## src/rtl/ram_burst_ctrl.sv

```systemverilog
// Burst controller owning the port of a 16x8 single-port synchronous RAM.
// Define RAM_BURST_CTRL_STATS_EN to add saturating write/read beat counters.
module ram_burst_ctrl #(
  parameter int unsigned ADDR_W = 4,
  parameter int unsigned DATA_W = 8,
  parameter int unsigned LEN_W  = 4
) (
  input  logic              i_clk,
  input  logic              i_rst_n,
  input  logic              i_cmd_valid,
  output logic              o_cmd_ready,
  input  logic              i_cmd_write,
  input  logic [ADDR_W-1:0] i_cmd_addr,
  input  logic [LEN_W-1:0]  i_cmd_len,
  input  logic              i_wr_valid,
  output logic              o_wr_ready,
  input  logic [DATA_W-1:0] i_wr_data,
  output logic              o_rd_valid,
  input  logic              i_rd_ready,
  output logic [DATA_W-1:0] o_rd_data,
  output logic              o_rd_last,
  output logic              o_ram_we,
  output logic [ADDR_W-1:0] o_ram_addr,
  output logic [DATA_W-1:0] o_ram_wdata,
  input  logic [DATA_W-1:0] i_ram_rdata,
  output logic              o_busy
`ifdef RAM_BURST_CTRL_STATS_EN
  ,
  output logic [15:0]       o_stat_wr_beats,
  output logic [15:0]       o_stat_rd_beats
`endif
);

  typedef enum logic [1:0] {StIdle, StWrite, StRead, StDrain} state_e;

  state_e r_state, w_state_next;

  logic [ADDR_W-1:0] r_addr;
  logic [LEN_W-1:0]  r_len;
  logic [LEN_W-1:0]  r_cnt;

  logic              r_ram_we;
  logic [ADDR_W-1:0] r_ram_addr;
  logic [DATA_W-1:0] r_ram_wdata;

  // Read pipeline: p1 = address on RAM pins, p2 = RAM data valid.
  logic r_p1_vld, r_p1_last, r_p2_vld, r_p2_last;

  logic [DATA_W-1:0] r_fifo_data [4];
  logic [3:0]        r_fifo_last;
  logic [1:0]        r_wptr, r_rptr;
  logic [2:0]        r_count;

  logic       w_cmd_hs, w_wr_hs, w_issue, w_push, w_pop, w_cnt_done;
  logic [2:0] w_credit;

  assign o_cmd_ready = (r_state == StIdle);
  assign o_wr_ready  = (r_state == StWrite);
  assign o_busy      = (r_state != StIdle);

  assign w_cmd_hs   = i_cmd_valid & o_cmd_ready;
  assign w_wr_hs    = i_wr_valid & o_wr_ready;
  assign w_cnt_done = (r_cnt == r_len);

  // Credits reserve a FIFO slot for every read still travelling through the RAM.
  assign w_credit = r_count + {2'b00, r_p1_vld} + {2'b00, r_p2_vld};
  assign w_issue  = (r_state == StRead) && (w_credit < 3'd4);
  assign w_push   = r_p2_vld;

  assign o_rd_valid = (r_count != 3'd0);
  assign w_pop      = o_rd_valid & i_rd_ready;
  assign o_rd_data  = r_fifo_data[r_rptr];
  assign o_rd_last  = o_rd_valid & r_fifo_last[r_rptr];

  assign o_ram_we    = r_ram_we;
  assign o_ram_addr  = r_ram_addr;
  assign o_ram_wdata = r_ram_wdata;

  always_ff @(posedge i_clk) begin
    if (!i_rst_n) begin
      r_state <= StIdle;
    end else begin
      r_state <= w_state_next;
    end
  end

  always_comb begin
    w_state_next = r_state;
    unique case (r_state)
      StIdle: begin
        if (w_cmd_hs) begin
          w_state_next = i_cmd_write ? StWrite : StRead;
        end
      end
      StWrite: begin
        if (w_wr_hs && w_cnt_done) begin
          w_state_next = StIdle;
        end
      end
      StRead: begin
        if (w_issue && w_cnt_done) begin
          w_state_next = StDrain;
        end
      end
      StDrain: begin
        if (w_pop && o_rd_last) begin
          w_state_next = StIdle;
        end
      end
      default: w_state_next = StIdle;
    endcase
  end

  always_ff @(posedge i_clk) begin
    if (!i_rst_n) begin
      r_addr <= '0;
      r_len  <= '0;
      r_cnt  <= '0;
    end else if (w_cmd_hs) begin
      r_addr <= i_cmd_addr;
      r_len  <= i_cmd_len;
      r_cnt  <= '0;
    end else if (w_wr_hs || w_issue) begin
      r_addr <= r_addr + ADDR_W'(1);
      r_cnt  <= r_cnt + LEN_W'(1);
    end
  end

  always_ff @(posedge i_clk) begin
    if (!i_rst_n) begin
      r_ram_we    <= 1'b0;
      r_ram_addr  <= '0;
      r_ram_wdata <= '0;
    end else begin
      r_ram_we <= w_wr_hs;
      if (w_wr_hs) begin
        r_ram_addr  <= r_addr;
        r_ram_wdata <= i_wr_data;
      end else if (w_issue) begin
        r_ram_addr <= r_addr;
      end
    end
  end

  always_ff @(posedge i_clk) begin
    if (!i_rst_n) begin
      r_p1_vld  <= 1'b0;
      r_p1_last <= 1'b0;
      r_p2_vld  <= 1'b0;
      r_p2_last <= 1'b0;
    end else begin
      r_p1_vld  <= w_issue;
      r_p1_last <= w_issue & w_cnt_done;
      r_p2_vld  <= r_p1_vld;
      r_p2_last <= r_p1_last;
    end
  end

  always_ff @(posedge i_clk) begin
    if (!i_rst_n) begin
      for (int i = 0; i < 4; i++) begin
        r_fifo_data[i] <= '0;
      end
      r_fifo_last <= '0;
      r_wptr      <= '0;
      r_rptr      <= '0;
      r_count     <= '0;
    end else begin
      if (w_push) begin
        r_fifo_data[r_wptr] <= i_ram_rdata;
        r_fifo_last[r_wptr] <= r_p2_last;
        r_wptr              <= r_wptr + 2'd1;
      end
      if (w_pop) begin
        r_rptr <= r_rptr + 2'd1;
      end
      r_count <= r_count + {2'b00, w_push} - {2'b00, w_pop};
    end
  end

`ifdef RAM_BURST_CTRL_STATS_EN
  logic [15:0] r_stat_wr, r_stat_rd;

  always_ff @(posedge i_clk) begin
    if (!i_rst_n) begin
      r_stat_wr <= '0;
      r_stat_rd <= '0;
    end else begin
      if (w_wr_hs && (r_stat_wr != 16'hFFFF)) begin
        r_stat_wr <= r_stat_wr + 16'd1;
      end
      if (w_pop && (r_stat_rd != 16'hFFFF)) begin
        r_stat_rd <= r_stat_rd + 16'd1;
      end
    end
  end

  assign o_stat_wr_beats = r_stat_wr;
  assign o_stat_rd_beats = r_stat_rd;
`endif

endmodule

```

## config.mk

```make
export PLATFORM = sky130hd
export DESIGN_NAME = ram_burst_ctrl
export DESIGN_NICKNAME = d
export VERILOG_FILES = /design/src/rtl/ram_burst_ctrl.sv
export SDC_FILE = /design/constraint.sdc
export NUM_CORES = 1
export LEC_CHECK = 0
export CAP_MARGIN = 20
export CORE_MARGIN = 10
export CORE_UTILIZATION = 35
export CTS_CLUSTER_SIZE = 24
export DETAILED_ROUTE_END_ITERATION = 10
export PLACE_DENSITY_LB_ADDON = 0.08
export REMOVE_ABC_BUFFERS = 1
export SETUP_SLACK_MARGIN = 0.5
export SLEW_MARGIN = 15
export SYNTH_ARGS = -nofsm -noshare
export SYNTH_HDL_FRONTEND = slang
export SYNTH_SLANG_ARGS = --single-unit
```

## constraint.sdc

```tcl
create_clock -name i_clk -period 7.15 [get_ports i_clk]
set_input_delay 1.7875 -clock i_clk [delete_from_list [all_inputs] [get_ports i_clk]]
set_output_delay 1.7875 -clock i_clk [all_outputs]
set_load 0.005 [all_outputs]
```

Word level (Yosys, flattened, before mapping):

Memories as Yosys holds them, arrays and structs flattened. A register that Yosys moved wholly into a read port is not among the register bits.
Cells that the tools add are included.

* memories kept: 1
* bits of input ports: 30
* register bits after elaboration: 42
* RAM bits: 32

* add/sub/neg operators: 8
* eq/ne operators: 8
* mux-type cells: 24
* reduce and logical (&&, ||, !) cells: 14
* order comparisons: 4
* bitwise logic cells: 6

Memories
* r_fifo_data: words 4, bits a word 8, rd ports 1, clocked after memory_dff 1, wr ports 4, RTL line 49 `logic [DATA_W-1:0] r_fifo_data [4];`

Operator list (count)
* $mux W2: 8
* $mux W4: 4
* $add A3 B1 Y3: 3
* $add A4 B1 Y4 const B: 2
* $mux W8: 1
* $pmux W2 S4: 1
* $reduce_or A8 Y1: 1
* $mux W1: 7
* $lt A2 B3 Y1 const B: 2
* $ne A2 B1 Y1 const B: 3
* $reduce_bool A2 Y1: 3
* $and A1 B1 Y1: 5
* $logic_and A1 B1 Y1: 5
* $add A2 B1 Y2 const B: 2
* $bwmux W4: 1
* $eq A2 B2 Y1 const B: 2
* $eq A4 B4 Y1: 1
* $reduce_and A4 Y1: 1
* $lt A3 B3 Y1 const B: 1
* $reduce_bool A3 Y1: 1
* $sub A3 B1 Y3: 1
* $bmux W1 S2: 1
* $demux W1 S2: 1
* $eq A2 B1 Y1 const B: 1
* 6 further kinds: 6

Depth between registers and ports, before layout:

Gate-level depths: netlist of the first run.

* word-level depth: 7
* gate-level depth with buffers: 10

Worst setup path before layout of the first run:

OpenSTA, ideal clock, no wires.

* kind: input to register
* start: input i_rd_ready
* end: register r_count[2]
* stages: 9
* data arrival time: 3.263 ns
* slack: 3.772 ns
* cells stage by stage: and2_0 clkbuf_1 ha_1 inv_1 ha_1 fa_1 xnor2_1 xnor2_1 and2_1

* word-level cells in the longest chain between the ends: 2

Ends and longest elaborated chain
* start: declaration: RTL line 19 `input logic i_rd_ready,`
* $and A1 B1 Y1: RTL line 71 `assign w_pop = o_rd_valid & i_rd_ready;`
* net w_pop: RTL line 54 `logic w_cmd_hs, w_wr_hs, w_issue, w_push, w_pop, w_cnt_done;`
* $sub A3 B1 Y3: RTL line 177 `r_count <= r_count + {2'b00, w_push} - {2'b00, w_pop};`
* end signal: assignment: RTL line 177
* end: declaration: RTL line 52 `logic [2:0] r_count;`

The timed path passes the listed nets, and every way through them passes these cells.
A chain may end at the register's enable or synchronous reset.

==> flow_summary.toml, run 1 <==
[setup_path]
slowest_delay_ns = 0.66
cp-start-kind = "input port"
path_cells = "clkdlybuf4s50_1, buf_4, nand2_1, nor3_1, nand2b_1"
path_max_fanout = 53
cp_num_buf_inv = 2
cp_data_required_time_ns = 7.16
slowest_stage = "nor3_1"
startpoint = "i_rst_n"
arrival_ns = 3.95
worstReg2RegStart = "r_p2_vld"
cp_top_family = "simple AND/OR/NAND/NOR gates"
crit_type = "input port to register"
end_kind = "register"

[power]
leakagePower_uw = 0.00159
p_switching_uw = 302
p_int_uw = 793
ir_worst_vdd_mv = 0.145
p_per_area_mw_per_mm2 = 258
power_frac_clock = 0.300
swShare = 0.275
combinationalPowerShare = 0.218
seqPwrFrac = 0.482

[detailed_routing]
drt_wl_total_mm = 7.42
wire_per_inst_um = 15.3
dr_wl_met3_um = 292
drt_iter0_drc = 100
wl_met1_mm = 3.65
num_vias = 2227
viasPerCell = 4.60
wl_met2_mm = 3.35
drt_first_pass_iters = 4
top_layer = "met4"
ant_nets = 0
drc = 0

[cells_and_area]
final_nets = 390
diodes = 0
layout-drive-gt1-share = 0.0873
stdcell_count = 484
fin_area_sq_mm = 0.00424
syn2layout_area_growth_pct = 25.5

[clock_network]
cts_max_path_buffers = 2
cts_buffers = 9
clk_latency_ns = 0.35
cts.sinks = 76
root_buffer = "clkbuf_8"
clk_pin_slew_ns = 0.08
cts_setup_buffers = 0
postCtsResizedCells = 0
cts_hold_buf = 0
htreeDepth = 3
cts_tree = "done"

[timing]
finalSetupTns_ns = 0
period_minus_slack_ns = 3.94
worst_pin_slew_ns = 0.905
timing.hold.ws_ns = 0.444
rsz0062_at_grt = "no"
clock_skew_ns = 0.0138
hold_viol_final = 0
slew_violations = 0
slew_headroom = 0.396
timing.final.crit_share = 0.551
max_freq_ghz = 0.254
setup_violations = 0
setup_slack_ns = 3.21

[synth]
synth.area.top_cells = "edfxtp_1 (28%), dfxtp_1 (26%), and2_1 (6.5%)"
synth_top_area_cell = "edfxtp_1"
yosys_warnings = 0
synth-compound-area-share = 0.0938
ys.flop_type = "dfxtp_1"
synth_top_area_frac = 0.285
synth-seq-cells = 76
synthCells = 297
netlist_area_sq_mm = 0.00338
synthXorXnorAreaFrac = 0.0389
synth_simple_gate_area_frac = 0.185
synth.most_common_cell = "dfxtp_1"
muxShareOfSynthArea = 0.0719
synthArstFlopShare = 0
synth_top_family_by_area = "simple AND/OR/NAND/NOR gates"
synth_cell_type_count = 39
synth_common_cells = "dfxtp_1 (44), nand2_1 (39), and2_1 (35)"
seq_area_frac_synth = 0.546
syn_avg_cell_area_sq_um = 11.4
synth_edf_count = 32
synth-adder-area-share = 0.0393

[floorplan]
core_sq_mm = 0.00933
die-area_sq_mm = 0.0140
rows = 35
die_x_um = 118
io_pins = 56
die_h_um = 118
initial_utilization = 0.362

[status]
status = "finished clean"

[global_routing]
track_usage = 0.108
grt_overflow = 0
antenna_found_initial = 0
grt_max_degree = 54
grt_pass1_wl_mm = 12.2
grt_pass1_vias = 2367

[placed_design]
place_ws_ns = 2.89
numPlacedInstances = 468
globalplace.congestion = 0.756
placed_cell_area_sq_mm = 0.00404
io_buffers = 55
dp_hpwl_mm = 5.26

[min_path]
min_from = "r_p1_last"
holdCritPathClass = "register to register"

[job]
drv_cap = 0
-- power by group through the flow --
stage	registers [uW]	logic [uW]	clock network, uW
2_1_floorplan	525	146	0
3_3_place_gp	540	242	0
3_5_place_dp	540	242	0
4_1_cts	530	244	339
5_1_grt	538	267	358
6_report	528	238	329
-- metrics by stage --
step | utilization | power, uW
3_5_place_dp | 0.433 | 782
2_1_floorplan | - | 672
4_1_cts | 0.454 | 1110
3_3_place_gp | 0.433 | 783
6_report | 0.454 | 1100
5_1_grt | 0.454 | 1160
-- state kept, by name, summed over array words and instances, names as in the netlist, 3 cells and up, named ones only --
register     count
o_ram_addr       4
o_ram_wdata      8
r_addr           4
r_cnt            4
r_count          3
r_fifo_data     32
r_fifo_last      4
r_len            4
-- per-layer routing --
metal  vias up  track usage
met4         0       0.0464
met1      1031        0.140
met3        12       0.0271
li1       1139            -
met2        45        0.168
met5         -            0
-- cell type report --
class,count,area (sq um)
Tap cell,129,161
Inverter,8,30.0
Fill cell,905,5090
Sequential cell,76,1840
Clock inverter,7,75.1
Clock buffer,9,124
Multi-Input combinational cell,199,1450
Timing Repair Buffer,56,558
-- cells in the final DEF, fill, tap and decap left out, drive strengths merged, types with 10 or more instances in the layout --
| cell | instances |
|---|---|
| and2 | 37 |
| edfxtp | 32 |
| dfxtp | 44 |
| a21boi | 20 |
| clkdlybuf4s50 | 55 |
| o21ai | 10 |
| and3 | 10 |
| nand2 | 39 |
| xor2 | 12 |
| nand3 | 11 |
-- final timing paths --
| check | endpoint | slack (ns) | depth (start not counted) |
|---|---|---|---|
| setup / recovery | r_fifo_data[1][4] | 3.21 | 5 |
| hold reg to reg | r_p2_last | 0.44 | 1 |
| setup reg to reg | r_fifo_data[1][4] | 4.64 | 3 |
| hold / removal | r_p2_last | 0.44 | 1 |
-- cell families (layout without fill, tap and decap cells) --
logic type                 Yosys count  count (layout)
and+or+nand+nor                    117             117
DFF                                 76              76
AOI/OAI and AO/OA                   44              44
buffers and inverters               22              80
xor gates and xnor gates            15              15
muxes                               13              13
adders and majority gates           10              10
Power figures use the tool's default switching activity.
==> run 2, diff against run 1 <==
- clock period: 7.15 -> 3.2 ns (I/O delays scaled with it)
==> run 2 against run 1 <==
Net effect:
- register-to-register slack lost 3.8 ns
- global-route usage shrank 0.20 points
- final cell count grew 1.0%
- critical path depth shrank 3
- non-clock buffer count grew 5
- clock-buffer cell count grew 1
- combinational power grew 130%
- critical path type is now register to output port
- highest routed layer unchanged
==> flow_summary.toml, run 2 (synthesis results as in run 1) <==
[clock_network]
cts_tree = "done"
cts_max_path_buffers = 2
cts_buffers = 9
htreeDepth = 3
root_buffer = "clkbuf_8"
clk_latency_ns = 0.35
clk_pin_slew_ns = 0.07
cts.sinks = 76
cts_hold_buf = 0

[floorplan]
rows = 35
die-area_sq_mm = 0.0140
die_h_um = 118
core_sq_mm = 0.00933
io_pins = 56
initial_utilization = 0.362
die_x_um = 118

[setup_path]
path_cells = "mux4_2, clkdlybuf4s50_1"
cp-start-kind = "register"
crit_type = "register to output port"
slowest_delay_ns = 0.53
rrSetupSlack_ns = 0.82
slowest_stage = "mux4_2"
cp_data_required_time_ns = 2.40
end_kind = "output port"
arrival_ns = 1.80
path_max_fanout = 8

[cells_and_area]
diodes = 0
layout-drive-gt1-share = 0.106
multi_input_area_sq_mm = 0.00145
syn2layout_area_growth_pct = 28.1
mostFrequentLayoutCell = "clkdlybuf4s50_1"
top_register = "r_fifo_data"
largest_register_ffs = 32
seq_area_sq_mm = 0.00185
final_nets = 395
utilization = 0.464
stdcell_count = 489
fill_cells = 899
most-common-layout-cells = "clkdlybuf4s50_1 (54), dfxtp_1 (41), nand2_1 (39), and2_1 (35), edfxtp_1 (32)"

[power]
leakagePower_uw = 0.00166
p_per_area_mw_per_mm2 = 602
ir_worst_vdd_mv = 0.317

[timing]
worst_pin_slew_ns = 0.527
setup_violations = 0
clock_skew_ns = 0.00988
finalSetupTns_ns = 0
slew_violations = 0
slew_headroom = 0.649
timing.final.crit_share = 0.813
rsz0062_at_grt = "no"
max_freq_ghz = 0.384
hold_viol_final = 0
setup_slack_ns = 0.597
period_minus_slack_ns = 2.60

[detailed_routing]
num_vias = 2245
drc = 0
drt_iter0_drc = 96
wire_per_inst_um = 15.0
drt_wl_total_mm = 7.31
viasPerCell = 4.59
drt_first_pass_iters = 4
ant_nets = 0

[status]
status = "finished clean"

[global_routing]
grt_use_met2 = 0.165
grt.busiest_layer = "met2"
met3_usage = 0.0376
track_usage = 0.106
grt_overflow = 0
antenna_found_initial = 0
grt_pass1_wl_mm = 12.0
grt_use_met1 = 0.135
grt_pass1_vias = 2284
grt_max_degree = 53

[placed_design]
dp_hpwl_mm = 5.08
io_buffers = 55
numPlacedInstances = 473
globalplace.congestion = 0.762
place_ws_ns = 0.384

[job]
drv_cap = 0

[min_path]
holdCritPathClass = "register to register"
-- run 2: cell types whose count changed in the layout (fill, tap and decap cells not counted), sizes merged --
cell           change
clkdlybuf4s50      -1
clkinvlp           -2
dlymetal6s2s       +1
bufinv             +2
buf                +5
clkbuf             +1
clkinv             -1
-- run 2: area by class of cell --
cell class | instances | area share
Sequential cell | 76 | 0.428
Clock buffer | 10 | 0.0295
Inverter | 8 | 0.00694
Timing Repair Buffer | 61 | 0.138
Clock inverter | 6 | 0.0257
Tap cell | 129 | 0.0373
Multi-Input combinational cell | 199 | 0.334
-- run 2: what timing repair did --
item                       CTS  global route
setup endpoints to repair    9             3
gates resized for setup      3             3
buffers inserted             0             0
gates cloned                 0             0
hold endpoints to repair     0             0
-- run 2: path summary, 6_finish.rpt --
path	endpoint	depth (start not counted)	start
max	o_rd_data[4]	2	register
min	r_p2_last	1	r_p1_last
max reg2reg	r_count[2]	9	r_count[0]
min reg2reg	r_p2_last	1	r_p1_last
-- run 2: where the power goes --
part           leakage (uW)  switching [uW]  internal, uW
Sequential         0.000690            92.5          1090
Combinational      0.000854             212           329
Clock              0.000117             357           520
Total               0.00166             661          1940
-- run 2: routing by layer --
metal  share of wire  vias up
met4          0.0083        0
met5               0        -
li1                -     1144
met1            0.47     1051
met2            0.47       44
met3           0.047        6
-- run 2: worst max-delay path, delay by kind of cell, from the launching register on --
| family | cells | cell delay (ns) |
|---|---|---|
| buffers and inverters | 1 | 0.48 |
| flip-flops | 1 | 0.46 |
| multiplexers | 1 | 0.53 |
-- run 2: stage by stage --
stage	total power [uW]	hold WS, ns	area, sq um
detailed placement	1750	0.444	4080
global placement	1750	0.441	4080
CTS	2650	0.453	4320
floorplan	1500	0.412	3320
global route	2760	0.477	4330
finish	2600	0.454	4330
==> run 3, diff against run 2 <==
- clock period: 3.2 -> 2.4 ns (I/O delays scaled with it)
==> run 3 against run 2 <==
Net effect:
- clock skew fell by 0.0022 ns
- first-iteration DRC count fell by 15%
- sequential share of layout area fell by 2.0 points
- power rose by 35%
- combinational power rose by 89%
- routed wire length rose by 4.1%
- core utilization rose by 2.5 points
- largest cell class unchanged
- highest routed layer unchanged
==> flow_summary.toml, run 3 (synthesis results as in run 1) <==
[status]
status = "finished clean"

[power]
combinationalPowerShare = 0.291
swShare = 0.278
leakagePower_uw = 0.00176
p_switching_uw = 974
ir_worst_vdd_mv = 0.457
seqPwrFrac = 0.437
power_frac_clock = 0.272
finalPower_uw = 3510
p_int_uw = 2530
p_per_area_mw_per_mm2 = 770

[detailed_routing]
drt_wl_total_mm = 7.61
wl_met1_mm = 3.48
ant_nets = 0
viasPerCell = 4.58
drc = 0
wl_met2_mm = 3.73
wire_per_inst_um = 14.9
num_vias = 2336
drt_first_pass_iters = 4
dr_wl_met3_um = 305
drt_iter0_drc = 82
top_layer = "met4"

[cells_and_area]
utilization = 0.488
largest_register_ffs = 32
final_nets = 416
diodes = 0
seq_area_sq_mm = 0.00186
top_register = "r_fifo_data"
fill_cells = 884
mostFrequentLayoutCell = "clkdlybuf4s50_1"
layout-drive-gt1-share = 0.236
syn2layout_area_growth_pct = 34.9
multi_input_area_sq_mm = 0.00155
most-common-layout-cells = "clkdlybuf4s50_1 (42), nand2_1 (39), dfxtp_1 (36), and2_1 (35), edfxtp_1 (32)"

[global_routing]
track_usage = 0.108
grt_pass1_wl_mm = 12.2
grt_overflow = 0
grt_max_degree = 53
antenna_found_initial = 0
grt_pass1_vias = 2387

[floorplan]
io_pins = 56
initial_utilization = 0.362
die_x_um = 118
die_h_um = 118
core_sq_mm = 0.00933
die-area_sq_mm = 0.0140
rows = 35

[setup_path]
end_kind = "register"
cp_data_required_time_ns = 2.64
path_max_fanout = 2
arrival_ns = 2.41
cp-start-kind = "register"
crit_type = "register to register"

[min_path]
holdCritPathClass = "register to register"

[placed_design]
dp_hpwl_mm = 5.04
globalplace.congestion = 0.717
io_buffers = 55

[clock_network]
cts.sinks = 76
cts_hold_buf = 0
cts_tree = "done"
htreeDepth = 3
clk_latency_ns = 0.34
cts_max_path_buffers = 2
cts_buffers = 9
clk_pin_slew_ns = 0.08
root_buffer = "clkbuf_8"

[timing]
clock_skew_ns = 0.00766
finalSetupTns_ns = 0
period_minus_slack_ns = 2.17
rsz0062_at_grt = "yes"
slew_violations = 0
slew_headroom = 0.610
timing.final.crit_share = 0.905
worst_pin_slew_ns = 0.586
hold_viol_final = 0
setup_violations = 0
max_freq_ghz = 0.461

[job]
drv_cap = 0
-- run 3: layer usage --
| layer | GRT usage | vias up |
|---|---|---|
| met5 | 0 | - |
| met4 | 0.0348 | 0 |
| met3 | 0.0347 | 7 |
| met2 | 0.177 | 47 |
| met1 | 0.132 | 1093 |
| li1 | - | 1189 |
-- run 3: metrics by stage --
step,setup slack [ns],hold slack (ns),cells,cell area [sq um]
final,0.229,0.438,510,4550
after global routing,0.176,0.449,510,4550
after CTS,0.221,0.441,505,4440
after detailed placement,-0.141,0.422,481,4160
after global placement,-0.118,0.414,481,4160
after floorplan,0.129,0.412,283,3320
-- run 3: final timing paths --
| check | start | end | slack, ns | depth (start not counted) |
|---|---|---|---|---|
| setup / recovery | r_count[0] | r_count[2] | 0.23 | 9 |
| hold / removal | r_p1_last | r_p2_last | 0.44 | 1 |
| setup reg to reg | r_count[0] | r_count[2] | 0.23 | 9 |
| hold reg to reg | r_p1_last | r_p2_last | 0.44 | 1 |
-- run 3: cell type report --
type | instances | share of cell area
tap | 129 | 0.0354
clock inverter | 7 | 0.0148
multi-input combinational | 199 | 0.340
timing repair buffer | 82 | 0.168
clock buffer | 9 | 0.0272
sequential | 76 | 0.408
inverter | 8 | 0.00659
-- run 3: power groups by stage --
stage                     Clock (uW)  Combinational, uW  Sequential [uW]
after floorplan                    0                436             1560
after global placement             0                820             1560
after detailed placement           0                830             1560
after CTS                        987                934             1530
after global routing            1040               1130             1550
final                            954               1020             1530
-- run 3: critical path, stage by stage, from the launching register on --
cell and delay [ns]:
dfxtp_2 0.33, or3_4 0.38, and2_4 0.18, ha_4 0.25, inv_2 0.04, ha_4 0.14, fa_2 0.34, xnor2_2 0.14
xnor2_1 0.11, and2_1 0.15
-- run 3: what timing repair did --
action	4_1_cts	5_1_grt
gates resized for setup	61	21
pin swaps	9	17
setup buffers	8	4
endpoints found under the setup margin	17	24
cloned	0	1
